===== src/rtl/mod_settings_loader_if.sv =====
// Read port between the settings loader and the controller BRAM.
// The loader is the master: it drives strobe and address and receives read data.
interface mod_settings_loader_if;
    logic        rd_en;
    logic [7:0]  addr;
    logic [15:0] dout;

    modport master (output rd_en, output addr, input dout);
    modport slave  (input rd_en, input addr, output dout);
endinterface


===== src/rtl/mod_settings_loader.sv =====
// Polls the controller BRAM flag word and, on a rising MOD_SET bit, burst-loads the
// modulation register block into a shadow set, validates it and commits it atomically.
//
// state       | meaning
// ------------+----------------------------------------------------------------
// S_POLL      | strobe the flag word (the first cycle after reset only arms the strobe)
// S_WAIT_FLAG | wait out the BRAM latency, then sample MOD_SET and detect its rising edge
// S_LOAD      | issue the 13 block addresses on consecutive cycles
// S_DRAIN     | let the last reads land in the shadow set
// S_CHECK     | validate the shadow set; commit with UPDATE or reject with ERR
module mod_settings_loader #(
    parameter int BramLatency = 2,
    parameter int FreqDivMin  = 10
) (
    input  logic                  clk_i,
    input  logic                  rst_n_i,
    mod_settings_loader_if.master bram,
    output logic                  mem_wr_segment_o,
    output logic                  req_rd_segment_o,
    output logic [15:0]           cycle0_o,
    output logic [15:0]           cycle1_o,
    output logic [15:0]           freq_div0_o,
    output logic [15:0]           freq_div1_o,
    output logic [15:0]           rep0_o,
    output logic [15:0]           rep1_o,
    output logic [7:0]            transition_mode_o,
    output logic [63:0]           transition_value_o,
    output logic                  update_o,
    output logic                  err_o
);

    typedef logic [7:0] bram_addr_t;

    localparam bram_addr_t ADDR_CTL_FLAG        = 8'h00;
    localparam int         CTL_FLAG_BIT_MOD_SET = 0;
    localparam bram_addr_t ADDR_MOD_BASE        = 8'h20;
    localparam int         N_WORDS              = 13;

    localparam logic [3:0] IDX_MEM_WR_SEGMENT  = 4'd0;
    localparam logic [3:0] IDX_REQ_RD_SEGMENT  = 4'd1;
    localparam logic [3:0] IDX_CYCLE0          = 4'd2;
    localparam logic [3:0] IDX_FREQ_DIV0       = 4'd3;
    localparam logic [3:0] IDX_REP0            = 4'd4;
    localparam logic [3:0] IDX_CYCLE1          = 4'd5;
    localparam logic [3:0] IDX_FREQ_DIV1       = 4'd6;
    localparam logic [3:0] IDX_REP1            = 4'd7;
    localparam logic [3:0] IDX_TRANSITION_MODE = 4'd8;
    localparam logic [3:0] IDX_VALUE_0         = 4'd9;
    localparam logic [3:0] IDX_VALUE_1         = 4'd10;
    localparam logic [3:0] IDX_VALUE_2         = 4'd11;
    localparam logic [3:0] IDX_VALUE_3         = 4'd12;

    localparam logic [3:0]  LAT_M1        = 4'(BramLatency - 1);
    localparam logic [3:0]  LOAD_M1       = 4'(N_WORDS - 1);
    localparam int          CAP_LAST      = BramLatency - 1;
    localparam logic [15:0] FREQ_DIV_RST  = 16'd10;
    localparam logic [15:0] REP_RST       = 16'hFFFF;
    localparam logic [15:0] FREQ_DIV_MIN  = 16'(FreqDivMin);

    typedef enum logic [2:0] {
        S_POLL,
        S_WAIT_FLAG,
        S_LOAD,
        S_DRAIN,
        S_CHECK
    } state_t;

    state_t     state_q;
    logic [3:0] cnt_q;
    logic       rd_en_q;
    bram_addr_t addr_q;
    logic       flag_prev_q;
    logic       update_q;
    logic       err_q;

    logic        mem_wr_segment_q;
    logic        req_rd_segment_q;
    logic [15:0] cycle0_q;
    logic [15:0] cycle1_q;
    logic [15:0] freq_div0_q;
    logic [15:0] freq_div1_q;
    logic [15:0] rep0_q;
    logic [15:0] rep1_q;
    logic [7:0]  transition_mode_q;
    logic [63:0] transition_value_q;

    logic        sh_mem_wr_segment_q;
    logic        sh_req_rd_segment_q;
    logic [15:0] sh_cycle0_q;
    logic [15:0] sh_cycle1_q;
    logic [15:0] sh_freq_div0_q;
    logic [15:0] sh_freq_div1_q;
    logic [15:0] sh_rep0_q;
    logic [15:0] sh_rep1_q;
    logic [7:0]  sh_transition_mode_q;
    logic [63:0] sh_transition_value_q;

    // Issue tags travel alongside the BRAM pipeline so each word lands by its own index.
    logic       cap_vld_q [BramLatency];
    logic [3:0] cap_idx_q [BramLatency];

    logic flag_now;
    logic mode_legal;
    logic shadow_valid;

    assign flag_now   = bram.dout[CTL_FLAG_BIT_MOD_SET];
    assign mode_legal = (sh_transition_mode_q == 8'h00) || (sh_transition_mode_q == 8'h01) ||
                        (sh_transition_mode_q == 8'h02) || (sh_transition_mode_q == 8'hF0);
    assign shadow_valid = (sh_freq_div0_q >= FREQ_DIV_MIN) &&
                          (sh_freq_div1_q >= FREQ_DIV_MIN) && mode_legal;

    always_ff @(posedge clk_i or negedge rst_n_i) begin
        if (!rst_n_i) begin
            for (int i = 0; i < BramLatency; i++) begin
                cap_vld_q[i] <= 1'b0;
                cap_idx_q[i] <= 4'd0;
            end
            sh_mem_wr_segment_q   <= 1'b0;
            sh_req_rd_segment_q   <= 1'b0;
            sh_cycle0_q           <= 16'd0;
            sh_cycle1_q           <= 16'd0;
            sh_freq_div0_q        <= 16'd0;
            sh_freq_div1_q        <= 16'd0;
            sh_rep0_q             <= 16'd0;
            sh_rep1_q             <= 16'd0;
            sh_transition_mode_q  <= 8'd0;
            sh_transition_value_q <= 64'd0;
        end else begin
            cap_vld_q[0] <= (state_q == S_LOAD);
            cap_idx_q[0] <= 4'(addr_q - ADDR_MOD_BASE);
            for (int i = 1; i < BramLatency; i++) begin
                cap_vld_q[i] <= cap_vld_q[i-1];
                cap_idx_q[i] <= cap_idx_q[i-1];
            end
            if (cap_vld_q[CAP_LAST]) begin
                unique case (cap_idx_q[CAP_LAST])
                    IDX_MEM_WR_SEGMENT:  sh_mem_wr_segment_q          <= bram.dout[0];
                    IDX_REQ_RD_SEGMENT:  sh_req_rd_segment_q          <= bram.dout[0];
                    IDX_CYCLE0:          sh_cycle0_q                  <= bram.dout;
                    IDX_FREQ_DIV0:       sh_freq_div0_q               <= bram.dout;
                    IDX_REP0:            sh_rep0_q                    <= bram.dout;
                    IDX_CYCLE1:          sh_cycle1_q                  <= bram.dout;
                    IDX_FREQ_DIV1:       sh_freq_div1_q               <= bram.dout;
                    IDX_REP1:            sh_rep1_q                    <= bram.dout;
                    IDX_TRANSITION_MODE: sh_transition_mode_q         <= bram.dout[7:0];
                    IDX_VALUE_0:         sh_transition_value_q[15:0]  <= bram.dout;
                    IDX_VALUE_1:         sh_transition_value_q[31:16] <= bram.dout;
                    IDX_VALUE_2:         sh_transition_value_q[47:32] <= bram.dout;
                    IDX_VALUE_3:         sh_transition_value_q[63:48] <= bram.dout;
                    default: ;
                endcase
            end
        end
    end

    always_ff @(posedge clk_i or negedge rst_n_i) begin
        if (!rst_n_i) begin
            state_q            <= S_POLL;
            cnt_q              <= 4'd0;
            rd_en_q            <= 1'b0;
            addr_q             <= ADDR_CTL_FLAG;
            flag_prev_q        <= 1'b0;
            update_q           <= 1'b0;
            err_q              <= 1'b0;
            mem_wr_segment_q   <= 1'b0;
            req_rd_segment_q   <= 1'b0;
            cycle0_q           <= 16'd0;
            cycle1_q           <= 16'd0;
            freq_div0_q        <= FREQ_DIV_RST;
            freq_div1_q        <= FREQ_DIV_RST;
            rep0_q             <= REP_RST;
            rep1_q             <= REP_RST;
            transition_mode_q  <= 8'd0;
            transition_value_q <= 64'd0;
        end else begin
            update_q <= 1'b0;
            err_q    <= 1'b0;
            unique case (state_q)
                S_POLL: begin
                    // Strobe is registered, so the first POLL after reset only arms it.
                    if (rd_en_q) begin
                        rd_en_q <= 1'b0;
                        cnt_q   <= LAT_M1;
                        state_q <= S_WAIT_FLAG;
                    end else begin
                        rd_en_q <= 1'b1;
                        addr_q  <= ADDR_CTL_FLAG;
                    end
                end
                S_WAIT_FLAG: begin
                    if (cnt_q != 4'd0) begin
                        cnt_q <= cnt_q - 4'd1;
                    end else begin
                        flag_prev_q <= flag_now;
                        rd_en_q     <= 1'b1;
                        if (flag_now && !flag_prev_q) begin
                            addr_q  <= ADDR_MOD_BASE;
                            cnt_q   <= LOAD_M1;
                            state_q <= S_LOAD;
                        end else begin
                            addr_q  <= ADDR_CTL_FLAG;
                            state_q <= S_POLL;
                        end
                    end
                end
                S_LOAD: begin
                    if (cnt_q != 4'd0) begin
                        cnt_q  <= cnt_q - 4'd1;
                        addr_q <= addr_q + 8'd1;
                    end else begin
                        rd_en_q <= 1'b0;
                        addr_q  <= ADDR_CTL_FLAG;
                        cnt_q   <= LAT_M1;
                        state_q <= S_DRAIN;
                    end
                end
                S_DRAIN: begin
                    if (cnt_q != 4'd0) begin
                        cnt_q <= cnt_q - 4'd1;
                    end else begin
                        state_q <= S_CHECK;
                    end
                end
                S_CHECK: begin
                    if (shadow_valid) begin
                        mem_wr_segment_q   <= sh_mem_wr_segment_q;
                        req_rd_segment_q   <= sh_req_rd_segment_q;
                        cycle0_q           <= sh_cycle0_q;
                        cycle1_q           <= sh_cycle1_q;
                        freq_div0_q        <= sh_freq_div0_q;
                        freq_div1_q        <= sh_freq_div1_q;
                        rep0_q             <= sh_rep0_q;
                        rep1_q             <= sh_rep1_q;
                        transition_mode_q  <= sh_transition_mode_q;
                        transition_value_q <= sh_transition_value_q;
                        update_q           <= 1'b1;
                    end else begin
                        err_q <= 1'b1;
                    end
                    rd_en_q <= 1'b1;
                    addr_q  <= ADDR_CTL_FLAG;
                    state_q <= S_POLL;
                end
                default: begin
                    rd_en_q <= 1'b0;
                    addr_q  <= ADDR_CTL_FLAG;
                    state_q <= S_POLL;
                end
            endcase
        end
    end

    assign bram.rd_en = rd_en_q;
    assign bram.addr  = addr_q;

    assign mem_wr_segment_o   = mem_wr_segment_q;
    assign req_rd_segment_o   = req_rd_segment_q;
    assign cycle0_o           = cycle0_q;
    assign cycle1_o           = cycle1_q;
    assign freq_div0_o        = freq_div0_q;
    assign freq_div1_o        = freq_div1_q;
    assign rep0_o             = rep0_q;
    assign rep1_o             = rep1_q;
    assign transition_mode_o  = transition_mode_q;
    assign transition_value_o = transition_value_q;
    assign update_o           = update_q;
    assign err_o              = err_q;

endmodule

===== src/flat_wrapper.sv =====
// flat-port wrapper written by rule: the top's interface ports become plain ports
module mod_settings_loader_flat 
#(
    parameter int BramLatency = 2,
    parameter int FreqDivMin  = 10
)
  (clk_i, rst_n_i, mem_wr_segment_o, req_rd_segment_o, cycle0_o, cycle1_o, freq_div0_o, freq_div1_o, rep0_o, rep1_o, transition_mode_o, transition_value_o, update_o, err_o, bram_rd_en, bram_addr, bram_dout);
  mod_settings_loader_if bram_i ();
  input  logic clk_i;
  input  logic rst_n_i;
  output logic mem_wr_segment_o;
  output logic req_rd_segment_o;
  output logic [15:0] cycle0_o;
  output logic [15:0] cycle1_o;
  output logic [15:0] freq_div0_o;
  output logic [15:0] freq_div1_o;
  output logic [15:0] rep0_o;
  output logic [15:0] rep1_o;
  output logic [7:0] transition_mode_o;
  output logic [63:0] transition_value_o;
  output logic update_o;
  output logic err_o;
  output wire logic [$bits(bram_i.rd_en)-1:0] bram_rd_en;
  output wire logic [$bits(bram_i.addr)-1:0] bram_addr;
  input wire logic [$bits(bram_i.dout)-1:0] bram_dout;
  assign bram_rd_en = bram_i.rd_en;
  assign bram_addr = bram_i.addr;
  assign bram_i.dout = bram_dout;
  mod_settings_loader #(.BramLatency(BramLatency), .FreqDivMin(FreqDivMin)) u_core (.clk_i(clk_i), .rst_n_i(rst_n_i), .bram(bram_i), .mem_wr_segment_o(mem_wr_segment_o), .req_rd_segment_o(req_rd_segment_o), .cycle0_o(cycle0_o), .cycle1_o(cycle1_o), .freq_div0_o(freq_div0_o), .freq_div1_o(freq_div1_o), .rep0_o(rep0_o), .rep1_o(rep1_o), .transition_mode_o(transition_mode_o), .transition_value_o(transition_value_o), .update_o(update_o), .err_o(err_o));
endmodule

===== config.mk =====
export PLATFORM = sky130hd
export DESIGN_NAME = mod_settings_loader_flat
export DESIGN_NICKNAME = d
export VERILOG_FILES = /design/src/rtl/mod_settings_loader_if.sv /design/src/rtl/mod_settings_loader.sv /design/src/flat_wrapper.sv
export SDC_FILE = /design/constraint.sdc
export NUM_CORES = 1
export LEC_CHECK = 0
export ABC_CLOCK_PERIOD_IN_PS = 2300
export CORE_MARGIN = 3
export CORE_UTILIZATION = 45
export DETAILED_ROUTE_END_ITERATION = 16
export PLACE_DENSITY = 0.7
export SLEW_MARGIN = 20
export SYNTH_ARGS = -nofsm -noshare
export SYNTH_HDL_FRONTEND = slang
export SYNTH_SLANG_ARGS = --single-unit
export TNS_END_PERCENT = 50

===== constraint.sdc =====
create_clock -name clk_i -period 2.3 [get_ports clk_i]
set_input_delay 0.23 -clock clk_i [delete_from_list [all_inputs] [get_ports clk_i]]
set_output_delay 0.23 -clock clk_i [all_outputs]
set_load 0.02 [all_outputs]

# Word-level counts from Yosys, hierarchy flattened

Index checks and enable logic that the tools add are counted.

Bits in registers: 369
Input port bits: 18
Output and inout bits: 181
Logic and storage cells: 123

Add/subtract/negate cells: 3
$lt $le $gt $ge: 2
Equal/unequal tests: 26
Mux-type cells: 25
Bitwise logic cells: 2
Reductions and logical operators: 31

Operators by type and width:

| operator                                                               | number |
|---|---|
| 16-bit by 4-bit >= comparator with 1-bit output, second input constant | 2 |
| 8-bit case mux with 4 select lines                                     | 1 |
| 2-bit AND reduction                                                    | 15 |
| 8-bit 2-to-1 mux                                                       | 3 |
| 4-bit == test, second input constant                                   | 5 |
| 4-bit 2-to-1 mux                                                       | 5 |
| 4-bit by 3-bit == test with 1-bit output, second input constant        | 4 |
| 4-bit case mux with 4 select lines                                     | 1 |
| 3-bit 2-to-1 mux                                                       | 4 |
| 3-bit case mux with 4 select lines                                     | 1 |
| 8-bit by 1-bit adder with 8-bit output, second input constant          | 1 |
| 4-bit by 2-bit == test with 1-bit output, second input constant        | 2 |
| 8-bit by 1-bit == test with 1-bit output, second input constant        | 1 |
| 8-bit by 2-bit == test with 1-bit output, second input constant        | 1 |
| 8-bit == test, second input constant                                   | 1 |
| 8-bit zero test                                                        | 1 |
| 2-bit inequality test, second input constant                           | 4 |
| 4-bit AND reduction                                                    | 2 |
| 4-bit nonzero test                                                     | 2 |
| 4-bit by 1-bit subtractor with 4-bit output, second input constant     | 2 |
| 1-bit 2-to-1 mux                                                       | 7 |
| 3-bit by 2-bit == test with 1-bit output, second input constant        | 2 |
| 6-bit 2-to-1 mux                                                       | 1 |
| 3-bit AND reduction                                                    | 2 |
| other kinds (13)                                                       | 19 |

# Depth between registers and ports, before layout

Word-level depth: 7
Depth in mapped cells: 8
Mapped depth without buffers: 6

# Least setup slack after synthesis

No wires, ideal clock.

Path type: register -> register
From: register u_core.cnt_q[0]
To: register u_core.addr_q[5] (netlist: u_core.bram.addr[5])
Setup time: 0.121 ns
Arrival time: 2.000 ns
Required time: 2.179 ns
Setup slack: 0.179 ns
Cell stages (with the launch flop): 7
Path buffers: 0
Period minus slack after synthesis: 2.121 ns
Path through: dfrtp_1 inv_1 ha_1 or4b_2 a22oi_1 o21ai_0 a22o_1

Word-level cells in the longest chain between the ends: 3
Elaborated cells between the ends (all ways): 5
Those cells by class: eq/ne: 1; mux: 2; reduce/logical: 2

RTL lines:

| element                                                                   | RTL line                                               | RTL |
|---|---|---|
| start: declaration                                                        | mod_settings_loader.sv:69                              | `logic [3:0] cnt_q;` |
| start signal: assignment                                                  | mod_settings_loader.sv:192                             | `cnt_q <= cnt_q - 4'd1;` |
| start signal: assignment                                                  | mod_settings_loader.sv:208                             | `cnt_q <= cnt_q - 4'd1;` |
| start signal: assignment                                                  | mod_settings_loader.sv:219                             | `cnt_q <= cnt_q - 4'd1;` |
| 4-bit nonzero test (*)                                                    | mod_settings_loader.sv:191, mod_settings_loader.sv:207 |  |
| 8-bit 2-to-1 mux or 2-bit inequality test (tied branches)                 | --                                                     |  |
| 8-bit case mux with 4 select lines or 3-bit AND reduction (tied branches) | --                                                     |  |
| end signal: assignment                                                    | mod_settings_loader.sv:209                             | `addr_q <= addr_q + 8'd1;` |
| end: declaration                                                          | mod_settings_loader.sv:71                              | `bram_addr_t addr_q;` |

Mark *: on every way between the ends. The rest lies on a longest branch, timed or not.
A chain may end at the register's enable or synchronous reset.

# Worst setup path after layout

From: register u_core.sh_freq_div0_q[7]
To: register u_core.transition_value_q[14] (netlist: u_core.transition_value_o[14])

Word-level cells in the longest chain between the ends: 4

RTL lines:

| element                                         | RTL line                   | RTL |
|---|---|---|
| start: declaration                              | mod_settings_loader.sv:91  | `logic [15:0] sh_freq_div0_q;` |
| start signal: assignment                        | mod_settings_loader.sv:140 | `IDX_FREQ_DIV0: sh_freq_div0_q <= bram.dout;` |
| 16-bit by 4-bit >= comparator with 1-bit output | mod_settings_loader.sv:109 | `assign shadow_valid = (sh_freq_div0_q >= FREQ_DIV_MIN) &&` |
| 1-bit logical AND                               | mod_settings_loader.sv:109 |  |
| 1-bit logical AND                               | mod_settings_loader.sv:110 | `(sh_freq_div1_q >= FREQ_DIV_MIN) && mode_legal;` |
| 2-bit AND reduction (no source line)            | --                         |  |
| end signal: assignment                          | mod_settings_loader.sv:235 | `transition_value_q <= sh_transition_value_q;` |
| end: declaration                                | mod_settings_loader.sv:85  | `logic [63:0] transition_value_q;` |

Every way passes these cells.

==> results by group <==
Status
  • Status: complete, no violations

Worst setup path
  • Setup crit start: u_core.sh_freq_div0_q[7]
  • Nature of the critical path endpoint: flop
  • Worst Path Max Fanout: 59
  • CP startpoint kind: flop
  • Critical path type: flop to flop
  • CP top delay family: simple AND/OR/NAND/NOR gates
  • Data required, critical path: 2.69 ns
  • Crit path buf inv count: 1
  • Worst path slowest cell: dfrtp_1
  • WP depth: 5
  • Reg2Reg Depth: 5
  • Slowest stage delay, CP: 0.40 ns
  • Cells along the critical path: nor4_1 > nand4_1 > nand4_4 > buf_12 > mux2_2
  • Worst r2r src: u_core.sh_freq_div0_q[7]
  • Worst path arrival time: 2.55 ns
  • Reg2Reg Capture Point: u_core.transition_value_o[14]
  • R2R setup slack: 0.15 ns
  • Worst setup path endpoint: u_core.transition_value_o[14]

GRT
  • Largest net degree at the start of global routing: 75
  • Vias in the first global route: 8553
  • Global route overflow: 0
  • GRT Util Overall: 18.97%
  • Global-route wire length before repair: 49800 um
  • Antenna violations before repair: 0

STA
  • Final Hold Vio Count: 0
  • RSZ-0062 raised after global routing: no
  • Slew Limit Fails: 0
  • Hold Slack: 0.3076 ns
  • Setup TNS: 0 ns
  • Fin crit period: 2.151 ns
  • Max_slew headroom: 47.31%
  • Final period utilization: 93.53%
  • Final number of setup-violating endpoints: 0
  • Fmax: 0.4649 GHz
  • Slew @ Worst Pin: 0.7878 ns
  • Final setup skew: 0.02168 ns

Clock network
  • Inserted Clock Buffers: 39
  • Clk sinks: 369
  • Post-CTS setup buffers: 0
  • Clock root buffer: clkbuf_16
  • Clock Path Buffers: 3
  • Clock Pin Slew Worst Setup and Hold Paths: 0.06 ns
  • Number of H-tree levels: 2
  • Worst-Skew Late Latency: 0.51 ns
  • CTS tree: done

Power
  • Leak Pwr: 8.772 nW
  • VDD IR max: 0.0004142 V
  • Power Density: 800.9 nW/um^2
  • Total power: 14.58 mW

Synthesis
  • Top cells by area, synth: dfrtp_1, mux2_2, mux2_1
  • Count leader, synth: dfrtp_1
  • Post-synth EDFFs: 0
  • Register bit total from synthesis: 369
  • Multiplexer share of the synthesized area: 27.10%
  • Post-synth top area cell: dfrtp_1
  • Simple-gate share of the synthesized area: 3.146%
  • Area of the mapped netlist: 14160 um^2
  • Syn nets: 906
  • Main combinational cell family by area after synthesis: multiplexers
  • Post-Synthesis Cells: 885
  • Post-Syn Area per Cell: 16.00 um^2
  • Commonest cells post-synth: dfrtp_1, mux2_2, mux2_1
  • Ys flop type: dfrtp_1
  • Synth Area in Adders: 0.3358%
  • Synth cell types: 46
  • XOR/XNOR Fraction of Synth Area: 0.06186%
  • Synth Area in Compound Gates: 1.714%
  • Top cell type's share of synthesized area: 58.85%
  • FFs w/ async S/R, synth: 100.0%
  • YS warnings: 0
  • Sequential area share after synthesis: 65.54%

Routing
  • Initial DRC Count: 408
  • Final ANT Viol Nets: 0
  • Drt pass-1 iters: 4
  • Vias: 8113
  • Routed wire length per instance: 20.51 um
  • Vias/cell: 5.278
  • Drt drc: 0
  • Post-Route WL: 31520 um

Placement
  • Routability Congestion: 0.7388
  • Placed insts: 1466
  • DP Wirelength: 20600 um
  • Number of I/O port buffers: 198

Floorplanning
  • Core area: 30830 um^2
  • Die Wd: 183.4 um
  • Die area: 33630 um^2
  • I/O pin cnt: 199
  • Initial Utilization: 45.93%
  • Die Y: 183.4 um
  • Standard-cell row count: 64

Job
  • Max-cap violations: 0

Layout
  • # nets final: 1133
  • Syn-to-layout area delta: 28.57%
  • Layout cells sized above 1: 35.32%
  • Core Util, Final: 59.05%
  • Antenna Cells: 0
  • Final cell count without fillers: 1537

Min path
  • Worst hold-check path type: primary input to async pin
[per-stage QoR]
stage	area, um^2	setup slack (ns)
6_report	18200	0.1488
5_1_grt	18200	0.007650
4_1_cts	18190	0.02454
3_5_place_dp	16840	0.05136
3_3_place_gp	16840	0.01175
2_1_floorplan	14160	0.1787
[area by class of cell]
cell class / count / area [um^2]
Fill cell: 2421 / 12630
Sequential cell: 369 / 9279
Multi-Input combinational cell: 457 / 4612
Timing Repair Buffer: 239 / 2451
Clock buffer: 50 / 1057
Tap cell: 396 / 495.5
Clock inverter: 20 / 286.5
Inverter: 6 / 22.52
[how the worst min path moves through the flow]
stage | from | end | slack (ns) | cells after the start
final | rst_n_i | u_core.sh_transition_value_q[44] | 0.31 | 2
after global routing | u_core.cap_idx_q[6] | u_core.cap_idx_q[2] | 0.35 | 0
after CTS | rst_n_i | u_core.transition_value_o[44] | 0.33 | 2
after detailed placement | rst_n_i | u_core.transition_value_o[44] | 0.27 | 1
after global placement | rst_n_i | u_core.transition_value_o[43] | 0.27 | 1
after floorplan | rst_n_i | u_core.bram.addr[0] | -0.07 | 0
[cell families (layout without fill, tap and decap cells)]
group           count (synthesis)  count (layout)
fa+ha+maj                       4               4
xor+xnor                        1               1
mux                           341             341
simple gates                   74              74
buf+inv                        59             315
compound gates                 37              37
flops                         369             369
[cells in the final DEF, fill, tap and decap left out, types with 10 or more instances in the layout]
cell type | synthesis | final
dfrtp_1 | 333 | 333
mux2_2 | 252 | 252
clkdlybuf4s50_1 | 0 | 197
mux2_1 | 87 | 87
clkbuf_16 | 0 | 39
dfstp_2 | 36 | 36
buf_4 | 0 | 27
buf_12 | 0 | 12
o21ai_0 | 10 | 10
clkinv_2 | 0 | 10
[registers in the layout, summed over array words and instances (netlist names), 16 cells and up]
name,cells
u_core.sh_transition_value_q,64
u_core.rep0_o,16
u_core.transition_value_o,64
u_core.freq_div1_o,16
u_core.sh_freq_div1_q,16
u_core.freq_div0_o,16
u_core.sh_cycle0_q,16
u_core.sh_cycle1_q,16
u_core.rep1_o,16
u_core.cycle0_o,16
u_core.sh_rep1_q,16
u_core.sh_rep0_q,16
u_core.sh_freq_div0_q,16
u_core.cycle1_o,16
[repair_timing]
action	CTS	global route
hold buffers	1	0
endpoints found under the hold margin	61	0
gates resized for setup	0	3
setup endpoints to repair	0	36
[layer usage]
layer	track usage, %	up-vias	wire length, um
met5	0	-	0
met4	4.266	0	604
met3	3.054	48	1213
met2	32.08	173	15390
met1	26.09	4288	14320
li1	-	3604	-
[where the power goes]
| group | switching, mW | internal, mW | leakage [nW] |
|---|---|---|---|
| clock | 2.51 | 4.05 | 0.668 |
| combinational | 0.654 | 0.496 | 3.23 |
| sequential | 0.164 | 6.71 | 4.87 |
No activity file was read; power rests on OpenSTA's default activity.
